===== src/rtl/alu_pkg.sv =====
`default_nettype none
// +----------------------------------------------------------------------+
// | Module  : alu_pkg                                                    |
// | Brief   : ALU function-code encoding, opcode/funct values and the    |
// |           decoded control bundle shared by decoder and datapath.     |
// | Revision: 1.0  initial release                                       |
// +----------------------------------------------------------------------+
package alu_pkg;

  // alufn[4:3] unit select
  localparam logic [1:0] UNIT_ADD   = 2'b00;
  localparam logic [1:0] UNIT_SHIFT = 2'b01;
  localparam logic [1:0] UNIT_LOGIC = 2'b10;
  localparam logic [1:0] UNIT_CMP   = 2'b11;

  // alufn[1:0] boolean op, consumed directly by the logical unit
  localparam logic [1:0] OP_AND = 2'b00;
  localparam logic [1:0] OP_OR  = 2'b01;
  localparam logic [1:0] OP_XOR = 2'b10;
  localparam logic [1:0] OP_NOR = 2'b11;

  // alufn[1:0] shift op
  localparam logic [1:0] OP_SLL = 2'b00;
  localparam logic [1:0] OP_SRL = 2'b10;
  localparam logic [1:0] OP_SRA = 2'b11;

  // alufn[1:0] compare op: bit 0 selects unsigned
  localparam logic [1:0] OP_CMP_S = 2'b00;
  localparam logic [1:0] OP_CMP_U = 2'b01;

  // Opcodes (instr[31:26])
  localparam logic [5:0] OPC_RTYPE = 6'h00;
  localparam logic [5:0] OPC_ADDI  = 6'h08;
  localparam logic [5:0] OPC_ADDIU = 6'h09;
  localparam logic [5:0] OPC_SLTI  = 6'h0A;
  localparam logic [5:0] OPC_SLTIU = 6'h0B;
  localparam logic [5:0] OPC_ANDI  = 6'h0C;
  localparam logic [5:0] OPC_ORI   = 6'h0D;
  localparam logic [5:0] OPC_XORI  = 6'h0E;
  localparam logic [5:0] OPC_LUI   = 6'h0F;

  // R-type funct codes (instr[5:0])
  localparam logic [5:0] FN_SLL  = 6'h00;
  localparam logic [5:0] FN_SRL  = 6'h02;
  localparam logic [5:0] FN_SRA  = 6'h03;
  localparam logic [5:0] FN_ADD  = 6'h20;
  localparam logic [5:0] FN_ADDU = 6'h21;
  localparam logic [5:0] FN_SUB  = 6'h22;
  localparam logic [5:0] FN_SUBU = 6'h23;
  localparam logic [5:0] FN_AND  = 6'h24;
  localparam logic [5:0] FN_OR   = 6'h25;
  localparam logic [5:0] FN_XOR  = 6'h26;
  localparam logic [5:0] FN_NOR  = 6'h27;
  localparam logic [5:0] FN_SLT  = 6'h2A;
  localparam logic [5:0] FN_SLTU = 6'h2B;

  typedef struct packed {
    logic [4:0] alufn;
    logic       use_imm;
    logic       imm_zext;
    logic       lui;
    logic       illegal;
  } dec_bundle_t;

  // Build a legal decode result from its fields.
  function automatic dec_bundle_t mk_dec(
    input logic [1:0] unit,
    input logic       sub,
    input logic [1:0] op,
    input logic       use_imm,
    input logic       imm_zext,
    input logic       lui
  );
    dec_bundle_t b;
    b.alufn    = {unit, sub, op};
    b.use_imm  = use_imm;
    b.imm_zext = imm_zext;
    b.lui      = lui;
    b.illegal  = 1'b0;
    return b;
  endfunction

endpackage
`default_nettype wire


===== src/rtl/alu_dec_comb.sv =====
`default_nettype none
// +----------------------------------------------------------------------+
// | Module  : alu_dec_comb                                               |
// | Brief   : Purely combinational instruction -> ALU control decode.    |
// | Revision: 1.0  initial release                                       |
// +----------------------------------------------------------------------+
module alu_dec_comb
  import alu_pkg::*;
(
  input  logic [31:0] instr,
  output dec_bundle_t dec
);

  logic [5:0] w_opcode;
  logic [5:0] w_funct;

  assign w_opcode = instr[31:26];
  assign w_funct  = instr[5:0];

  // Table decode; anything not matched falls through to the all-zero illegal bundle.
  always_comb begin
    dec         = '0;
    dec.illegal = 1'b1;
    case (w_opcode)
      OPC_RTYPE: begin
        case (w_funct)
          FN_ADD, FN_ADDU: dec = mk_dec(UNIT_ADD,   1'b0, OP_AND,   1'b0, 1'b0, 1'b0);
          FN_SUB, FN_SUBU: dec = mk_dec(UNIT_ADD,   1'b1, OP_AND,   1'b0, 1'b0, 1'b0);
          FN_AND:          dec = mk_dec(UNIT_LOGIC, 1'b0, OP_AND,   1'b0, 1'b0, 1'b0);
          FN_OR:           dec = mk_dec(UNIT_LOGIC, 1'b0, OP_OR,    1'b0, 1'b0, 1'b0);
          FN_XOR:          dec = mk_dec(UNIT_LOGIC, 1'b0, OP_XOR,   1'b0, 1'b0, 1'b0);
          FN_NOR:          dec = mk_dec(UNIT_LOGIC, 1'b0, OP_NOR,   1'b0, 1'b0, 1'b0);
          FN_SLT:          dec = mk_dec(UNIT_CMP,   1'b1, OP_CMP_S, 1'b0, 1'b0, 1'b0);
          FN_SLTU:         dec = mk_dec(UNIT_CMP,   1'b1, OP_CMP_U, 1'b0, 1'b0, 1'b0);
          FN_SLL:          dec = mk_dec(UNIT_SHIFT, 1'b0, OP_SLL,   1'b0, 1'b0, 1'b0);
          FN_SRL:          dec = mk_dec(UNIT_SHIFT, 1'b0, OP_SRL,   1'b0, 1'b0, 1'b0);
          FN_SRA:          dec = mk_dec(UNIT_SHIFT, 1'b0, OP_SRA,   1'b0, 1'b0, 1'b0);
          default: ;
        endcase
      end
      OPC_ADDI, OPC_ADDIU: dec = mk_dec(UNIT_ADD,   1'b0, OP_AND,   1'b1, 1'b0, 1'b0);
      OPC_SLTI:            dec = mk_dec(UNIT_CMP,   1'b1, OP_CMP_S, 1'b1, 1'b0, 1'b0);
      OPC_SLTIU:           dec = mk_dec(UNIT_CMP,   1'b1, OP_CMP_U, 1'b1, 1'b0, 1'b0);
      OPC_ANDI:            dec = mk_dec(UNIT_LOGIC, 1'b0, OP_AND,   1'b1, 1'b1, 1'b0);
      OPC_ORI:             dec = mk_dec(UNIT_LOGIC, 1'b0, OP_OR,    1'b1, 1'b1, 1'b0);
      OPC_XORI:            dec = mk_dec(UNIT_LOGIC, 1'b0, OP_XOR,   1'b1, 1'b1, 1'b0);
      OPC_LUI:             dec = mk_dec(UNIT_SHIFT, 1'b0, OP_SLL,   1'b1, 1'b1, 1'b1);
      default: ;
    endcase
  end

endmodule
`default_nettype wire


===== src/rtl/alu_ctrl_decoder.sv =====
`default_nettype none
// +----------------------------------------------------------------------+
// | Module  : alu_ctrl_decoder                                           |
// | Brief   : Registered instruction -> ALU control decoder with a       |
// |           2-entry skid buffer and saturating illegal counter.        |
// | Revision: 1.0  initial release                                       |
// +----------------------------------------------------------------------+
module alu_ctrl_decoder
  import alu_pkg::*;
#(
  parameter int ILLCNT_W = 8
) (
  input  logic                clk,
  input  logic                reset,
  input  logic                in_valid,
  output logic                in_ready,
  input  logic [31:0]         instr,
  output logic                out_valid,
  input  logic                out_ready,
  output logic [4:0]          alufn,
  output logic                use_imm,
  output logic                imm_zext,
  output logic                lui,
  output logic                illegal,
  output logic [ILLCNT_W-1:0] illegal_count
);

  dec_bundle_t         w_dec;
  logic                w_accept;
  logic                w_main_free;

  dec_bundle_t         main_q,      main_d;
  logic                main_vld_q,  main_vld_d;
  dec_bundle_t         skid_q,      skid_d;
  logic                skid_vld_q,  skid_vld_d;
  logic [ILLCNT_W-1:0] cnt_q,       cnt_d;

  alu_dec_comb u_dec (
    .instr (instr),
    .dec   (w_dec)
  );

  // in_ready comes straight from a flop, so upstream never sees a combinational path.
  assign in_ready    = !skid_vld_q;
  assign w_accept    = in_valid && in_ready;
  assign w_main_free = !main_vld_q || out_ready;

  // Skid buffer steering and illegal-count update.
  always_comb begin
    main_d     = main_q;
    main_vld_d = main_vld_q;
    skid_d     = skid_q;
    skid_vld_d = skid_vld_q;
    cnt_d      = cnt_q;

    if (w_main_free) begin
      if (skid_vld_q) begin
        // Older beat in skid goes first; no accept is possible while skid is full.
        main_d     = skid_q;
        main_vld_d = 1'b1;
        skid_vld_d = 1'b0;
      end else if (w_accept) begin
        main_d     = w_dec;
        main_vld_d = 1'b1;
      end else begin
        main_vld_d = 1'b0;
      end
    end else if (w_accept) begin
      skid_d     = w_dec;
      skid_vld_d = 1'b1;
    end

    if (w_accept && w_dec.illegal && (cnt_q != {ILLCNT_W{1'b1}})) begin
      cnt_d = cnt_q + 1'b1;
    end
  end

  // State registers; reset drops any beat offered in the same cycle.
  always_ff @(posedge clk) begin
    if (reset) begin
      main_q     <= '0;
      main_vld_q <= 1'b0;
      skid_q     <= '0;
      skid_vld_q <= 1'b0;
      cnt_q      <= '0;
    end else begin
      main_q     <= main_d;
      main_vld_q <= main_vld_d;
      skid_q     <= skid_d;
      skid_vld_q <= skid_vld_d;
      cnt_q      <= cnt_d;
    end
  end

  assign out_valid     = main_vld_q;
  assign alufn         = main_q.alufn;
  assign use_imm       = main_q.use_imm;
  assign imm_zext      = main_q.imm_zext;
  assign lui           = main_q.lui;
  assign illegal       = main_q.illegal;
  assign illegal_count = cnt_q;

endmodule
`default_nettype wire


===== config.mk =====
export PLATFORM = sky130hd
export DESIGN_NAME = alu_ctrl_decoder
export DESIGN_NICKNAME = d
export VERILOG_FILES = /design/src/rtl/alu_pkg.sv /design/src/rtl/alu_dec_comb.sv /design/src/rtl/alu_ctrl_decoder.sv
export SDC_FILE = /design/constraint.sdc
export NUM_CORES = 1
export LEC_CHECK = 0
export CAP_MARGIN = 25
export CORE_ASPECT_RATIO = 1.1
export CORE_MARGIN = 3
export CORE_UTILIZATION = 48
export DETAILED_ROUTE_END_ITERATION = 7
export PLACE_DENSITY = 0.83
export RECOVER_POWER = 25
export SLEW_MARGIN = 10
export SYNTH_ARGS = -nofsm -noshare
export SYNTH_HDL_FRONTEND = slang
export SYNTH_HIERARCHICAL = 1
export SYNTH_SLANG_ARGS = --single-unit
export TNS_END_PERCENT = 1

===== constraint.sdc =====
create_clock -name clk -period 5.1 [get_ports clk]
set_input_delay 1.02 -clock clk [delete_from_list [all_inputs] [get_ports clk]]
set_output_delay 1.02 -clock clk [all_outputs]
set_load 0.005 [all_outputs]

* Word level (Yosys, flattened, before mapping)
Cells that the tools add are included.
** Cells by class
- Add/sub/neg operators :: 1
- Eq/ne operators :: 21
- Mux-type cells :: 6
- Bitwise operators :: 1
- Reductions and logical operators :: 15
** Operators with widths (count)
- $pmux 9 s11 :: 1
- $pmux 9 s8 :: 1
- $eq 6x6->1 const B :: 10
- $eq 6x4->1 const B :: 8
- $mux 9 :: 2
- $eq 6x2->1 const B :: 2
- $logic_not 6->1 :: 2
- $add 8x1->8 const B :: 1
- $ne 8x8->1 const B :: 1
- $reduce_or 2->1 :: 4
- $reduce_and 2->1 :: 2
- $logic_and 1x1->1 :: 3
- $logic_not 1->1 :: 2
- $mux 1 :: 2
- $reduce_bool 2->1 :: 1
- $logic_or 1x1->1 :: 1
- $not 1->1 :: 1
** Storage, ports and cells
- Register bits :: 28
- Bits of input ports :: 36
- Output and inout port bits :: 19
- Logic and storage cells :: 57

* Longest topological paths before layout
Gate-level depths: netlist (run 1).
- Depth after elaboration :: 6
- Mapped depth :: 7
- Depth with buffers taken out :: 6

* Modules after synthesis
Netlist (run 1), hierarchy kept.
** By module, submodules not included
- alu_ctrl_decoder :: times used 1, cells an instance 140, area each 1323.8 µm², sequential area each 560.5 µm²
- alu_dec_comb :: times used 1, cells an instance 39, area each 267.8 µm², sequential area each 0.0 µm²

* Worst setup path before layout (run 1)
Ideal clock, no wire load.
- Path kind :: input-to-reg
- Start point :: in instr[5]
- End point :: reg cnt_q[7], in the netlist illegal_count[7]
- Library setup time :: 0.123 ns
- Arrival time :: 2.394 ns
- Required time :: 4.977 ns
- Slack :: 2.583 ns
- Cell stages on the path :: 7
- Path buffers :: 1
- Cell sequence :: clkbuf_1 > nor2b_1 > a31oi_1 > o31a_1 > nand3b_4 > nor4_1 > mux2_1
** RTL lines
- from (decl) :: RTL line alu_ctrl_decoder.sv:17 : input logic [31:0] instr,
- to (signal assigned) :: RTL line alu_ctrl_decoder.sv:91 : cnt_q <= cnt_d;
- to (decl) :: RTL line alu_ctrl_decoder.sv:36 : logic [ILLCNT_W-1:0] cnt_q, cnt_d;

==> impl_metrics.toml, run 1 <==
[cells_and_area]
area_growth_pct = 22.6
fillCellCount = 277
fin_area_sq_um = 1950
n_antenna_cell = 0
nNetsFinal = 244
drive_above_1_share = 0.107
utilization = 0.629

[critical_path]
rr_worst_depth = 3
r2r_setup_slack_ps = 3020
reg2reg_from = "skid_vld_q"
cp_max_fo = 7
r2r_end = "alufn[3]"
cp_data_arrival_time_ps = 3090
start_kind = "input pin"
cp.required_ps = 5340
worstSetupStartpoint = "instr[26]"
cp-end-kind = "flip-flop"
criticalPathCategory = "in -> reg"

[logic_synthesis]
syn-num-nets = 216
syn-cell-area_sq_um = 1590
yosysWarningCount = 6
synthCells = 179
async_flop_share = 0
synth_edf_count = 0
yosys_most_used_dff = "dfxtp_1"
ys_seq_area_frac = 0.352
avgSynthCellArea_sq_um = 8.89
synth_cell_types = 46
postSynthRegisterBits = 28

[place]
gp_congestion = 0.880
pre_cts_ws_ps = 1900
place_hpwl_mm = 2.65
port_buffers = 34
place_area_sq_um = 1920

[cts]
h-tree-depth = 1
clock_path_buffers = 2
root_buffer = "clkbuf_4"
post_cts_buffers = 0
insertion_delay_ps = 330
cts_hold_buf = 0
cts.repair.resized = 0
clk_pin_slew_worst_paths_ps = 150
cts_sinks = 28
numCtsBuffers = 3
cts_tree = "yes"

[sta]
worst_hold_slack_ps = 462
setup_ws_ps = 2250
fmax_ghz = 0.351
maxSlewViolCount = 0
rsz0062_at_grt = "false"
fin_skew_ps = 1.60
setup_violations = 0
hold_viol = 0
worst_pin_slew_ps = 691
slew_headroom = 0.539
layout_min_cycle_time_ps = 2850
fin_setup_tns_ps = 0
fin_crit_sh = 0.558

[floorplanning]
fp.coreArea_sq_um = 3100
start_util = 0.513
die_w_microns = 60.9
die_area_sq_um = 4040
die_h_microns = 66.4
row_count = 21
io_pins = 55

[global_route]
grt_use_total = 0.191
grt_pass1_wl_mm = 5.96
grt_pass1_vias = 1366
grt-ovfl-total = 0
grt_max_degree = 31
antenna_found_initial = 0

[drt]
post_drt_wl_per_cell_microns = 14.7
drt_iter0_markers = 67
via_count = 1409
vias_per_cell = 5.87
routed_wl_mm = 3.54
drc_errors = 0
ant_nets = 0
first_pass_iters = 4

[worst_hold_path]
min_to = "skid_q[8]"
min_path_type = "reg -> reg"
min_from = "skid_q[8]"
hold_path_depth = 2

[power_and_ir_drop]
p_per_area_nw_per_um2 = 216
vdd_ir_drop_max_uv = 152
p_leak_nw = 0.644

[status]
status = "complete, no violations"

[flow_run]
max_cap_violations = 0
==> power breakdown <==
part,internal (mW),leakage [nW],switching (mW)
registers,0.227,0.228,0.00622
clock network,0.0438,0.0210,0.0650
logic,0.0404,0.395,0.0399
total,0.311,0.644,0.111
==> layout by cell type (no fill, tap or decap), drive strengths merged, types with 2 or more instances in the layout <==
master and count:
a211oi 11, a21oi 24, a311oi 2, and2 2, and3 2, clkbuf 4, clkdlybuf4s50 25, dfxtp 28
dlygate4sd3 9, inv 4, mux2 3, mux2i 11, nand2 23, nand2b 4, nand3 5, nand3b 2
nor2 9, nor2b 5, nor3 4, nor4 3, o21ai 3, o31a 2, o32ai 2, xnor2 2
==> cell type report <==
class	count	area [sq um]	area share
clock buffers	4	36.3	0.0186
inverters	4	15.0	0.00770
multi-input cells	134	937	0.480
flip-flops and latches	28	561	0.287
well taps	34	42.5	0.0218
repair buffers	36	359	0.184
==> synthesized netlist by cell type, types with 3 or more instances <==
cell | count | share of area
dfxtp_1 | 28 | 0.35
a21oi_1 | 24 | 0.075
nand2_1 | 21 | 0.050
mux2i_1 | 11 | 0.069
a211oi_2 | 9 | 0.071
nor2_1 | 9 | 0.021
clkbuf_1 | 6 | 0.014
nand3_1 | 5 | 0.016
nor2b_1 | 5 | 0.020
buf_2 | 4 | 0.013
inv_1 | 4 | 0.0094
nand2b_1 | 4 | 0.016
buf_6 | 3 | 0.021
mux2_1 | 3 | 0.021
nor3_1 | 3 | 0.0094
o21ai_1 | 3 | 0.0094
==> worst max-delay path, cell delays in order <==
cell and delay, ps:
clkdlybuf4s50_1 540, nor4_4 450, nand2_2 130, o31a_1 360
nand3b_4 140, a21oi_1 110, mux2_1 330
==> per-layer routing <==
layer	up-vias	track usage	wire, microns
met5	-	0	0
met4	0	0.0867	64
met3	6	0.0293	154
met2	39	0.295	1690
met1	660	0.257	1630
li1	704	-	-
==> cell families (layout without fill, tap and decap cells) <==
logic type               after synthesis  count (layout)  synth area share
AO/OA/AOI/OAI                         50              50             0.234
XOR/XNOR                               3               3            0.0165
adder cells (fa/ha/maj)                1               1           0.00786
buffers and inverters                 17              44            0.0574
flip-flops                            28              28             0.352
multiplexers                          14              14            0.0904
AND/OR/NAND/NOR                       66              66             0.241
==> per-stage QoR <==
step	cells	power (mW)
floorplan	179	0.284
global placement	235	0.316
detailed placement	236	0.320
CTS	240	0.429
global route	240	0.441
finish	240	0.422
==> how the worst max path moves through the flow <==
stage | to | slack (ps)
finish | illegal_count[0] | 2250
global route | illegal_count[6] | 2130
CTS | illegal_count[6] | 2270
detailed placement | illegal_count[0] | 1900
global placement | illegal_count[0] | 1950
floorplan | illegal_count[7] | 2580
==> state kept, by name, summed over array words and instances (netlist names) <==
register and flops:
use_imm 1, skid_q 9, out_valid 1, illegal_count 8
illegal 1, lui 1, skid_vld_q 1, alufn 5
imm_zext 1
No activity file was read; power rests on OpenSTA's default activity.
==> run 2, diff against run 1 <==
--- a/config.mk
+++ b/config.mk
@@ -8,9 +8,9 @@
 export CAP_MARGIN = 25
 export CORE_ASPECT_RATIO = 1.1
 export CORE_MARGIN = 3
-export CORE_UTILIZATION = 48
+export CORE_UTILIZATION = 41
 export DETAILED_ROUTE_END_ITERATION = 7
-export PLACE_DENSITY = 0.83
+export PLACE_DENSITY = 0.75
 export RECOVER_POWER = 25
 export SLEW_MARGIN = 10
 export SYNTH_ARGS = -nofsm -noshare
==> constraint.sdc (replaced) <==
create_clock -name clk -period 2.6 [get_ports clk]
set_input_delay 0.52 -clock clk [delete_from_list [all_inputs] [get_ports clk]]
set_output_delay 0.52 -clock clk [all_outputs]
set_load 0.005 [all_outputs]
==> impl_metrics.toml, run 2 (same netlist as run 1, synthesis figures left out) <==
[status]
status = "complete, no violations"

[cells_and_area]
nNetsFinal = 255
fin_cells = 266
drive_above_1_share = 0.153
n_antenna_cell = 0
largest_register_ffs = 9
final_common_cell = "dfxtp_1"
fillCellCount = 373
utilization = 0.558
layout_common_cells = "dfxtp_1, a21oi_1, clkdlybuf4s50_1"
area_growth_pct = 29.2
top_register = "skid_q"

[global_route]
grt_max_degree = 19
antenna_found_initial = 0
grt_pass1_wl_mm = 6.17
grt-ovfl-total = 0
grt_pass1_vias = 1385
grt_use_total = 0.161

[drt]
drt_iter0_markers = 43
first_pass_iters = 4
ant_nets = 0
drc_errors = 0
vias_per_cell = 5.21
post_drt_wl_per_cell_microns = 13.0
via_count = 1386
routed_wl_mm = 3.46

[flow_run]
max_cap_violations = 0

[place]
port_buffers = 34
place_hpwl_mm = 2.63
gp_congestion = 0.760
dp.cells = 263

[sta]
fmax_ghz = 0.433
layout_min_cycle_time_ps = 2310
hold_viol = 0
rsz0062_at_grt = "false"
fin_crit_sh = 0.889
maxSlewViolCount = 0
setup_violations = 0
slew_headroom = 0.536
worst_pin_slew_ps = 695
fin_setup_tns_ps = 0
fin_skew_ps = 5.08

[floorplanning]
row_count = 23
die_area_sq_um = 4670
die_w_microns = 65.4
start_util = 0.432
die_h_microns = 71.3
io_pins = 55
fp.coreArea_sq_um = 3680

[cts]
numCtsBuffers = 3
root_buffer = "clkbuf_8"
clk_pin_slew_worst_paths_ps = 90
cts_tree = "yes"
clock_path_buffers = 2
cts_hold_buf = 0
h-tree-depth = 1
cts.repair.resized = 0
insertion_delay_ps = 260
cts_sinks = 28
post_cts_buffers = 0

[power_and_ir_drop]
p_leak_nw = 0.703
p_per_area_nw_per_um2 = 411
vdd_ir_drop_max_uv = 329

[critical_path]
cp.required_ps = 2730
r2r_setup_slack_ps = 930
cp-end-kind = "flip-flop"
rr_worst_depth = 4
cp_max_fo = 5
cp_data_arrival_time_ps = 2440
criticalPathCategory = "in -> reg"
start_kind = "input pin"
r2r_end = "illegal_count[0]"
reg2reg_from = "illegal_count[0]"

[worst_hold_path]
hold_path_depth = 2
min_to = "skid_q[8]"
min_path_type = "reg -> reg"
min_from = "skid_q[8]"
[run 2: changes by cell type in the layout (fill, tap and decap cells not counted), sizes merged]
| cell | change |
|---|---|
| buf | +12 |
| clkbuf | -1 |
| clkdlybuf4s15 | -1 |
| clkdlybuf4s50 | -1 |
| dlygate4sd3 | +1 |
[run 2: report_power, final]
part / switching (mW) / leakage (nW) / internal, mW
clock network: 0.120 / 0.0216 / 0.104
registers: 0.0118 / 0.228 / 0.444
logic: 0.0775 / 0.453 / 0.0892
[run 2: cell type report]
class,instances,area (sq um),area share
multi-input combinational,134,940,0.457
inverter,4,15.0,0.00730
timing repair buffer,47,438,0.213
tap,50,62.6,0.0304
sequential,28,561,0.273
clock buffer,3,41.3,0.0201
[run 2: worst max-delay path: stages]
cell	delay (ps)
clkdlybuf4s50_1	470
nor4_4	430
nand2_2	100
o31a_1	360
and3b_1	230
a41oi_1	240
a311oi_1	90
[run 2: per-layer routing]
layer	vias to the layer above	track usage	wire, microns
met5	-	0	0
met3	4	0.0204	121
li1	723	-	-
met1	627	0.220	1720
met2	32	0.259	1580
met4	0	0.0576	36
[run 2: how the worst max path moves through the flow]
| stage | from | end | depth (start not counted) |
|---|---|---|---|
| after floorplan | instr[5] | illegal_count[7] | 7 |
| after global placement | instr[26] | illegal_count[0] | 7 |
| after detailed placement | instr[26] | illegal_count[6] | 7 |
| after CTS | instr[26] | illegal_count[6] | 7 |
| after global routing | instr[26] | illegal_count[6] | 8 |
| final | instr[26] | illegal_count[6] | 7 |
[run 2: metrics by stage]
step	total power [mW]	setup WS [ps]	hold slack [ps]	area (sq um)
3_3_place_gp	0.636	48.6	441	2020
4_1_cts	0.859	269	460	2060
6_report	0.846	289	457	2060
2_1_floorplan	0.557	583	436	1590
3_5_place_dp	0.637	-7.78	448	2020
5_1_grt	0.889	95.4	484	2060
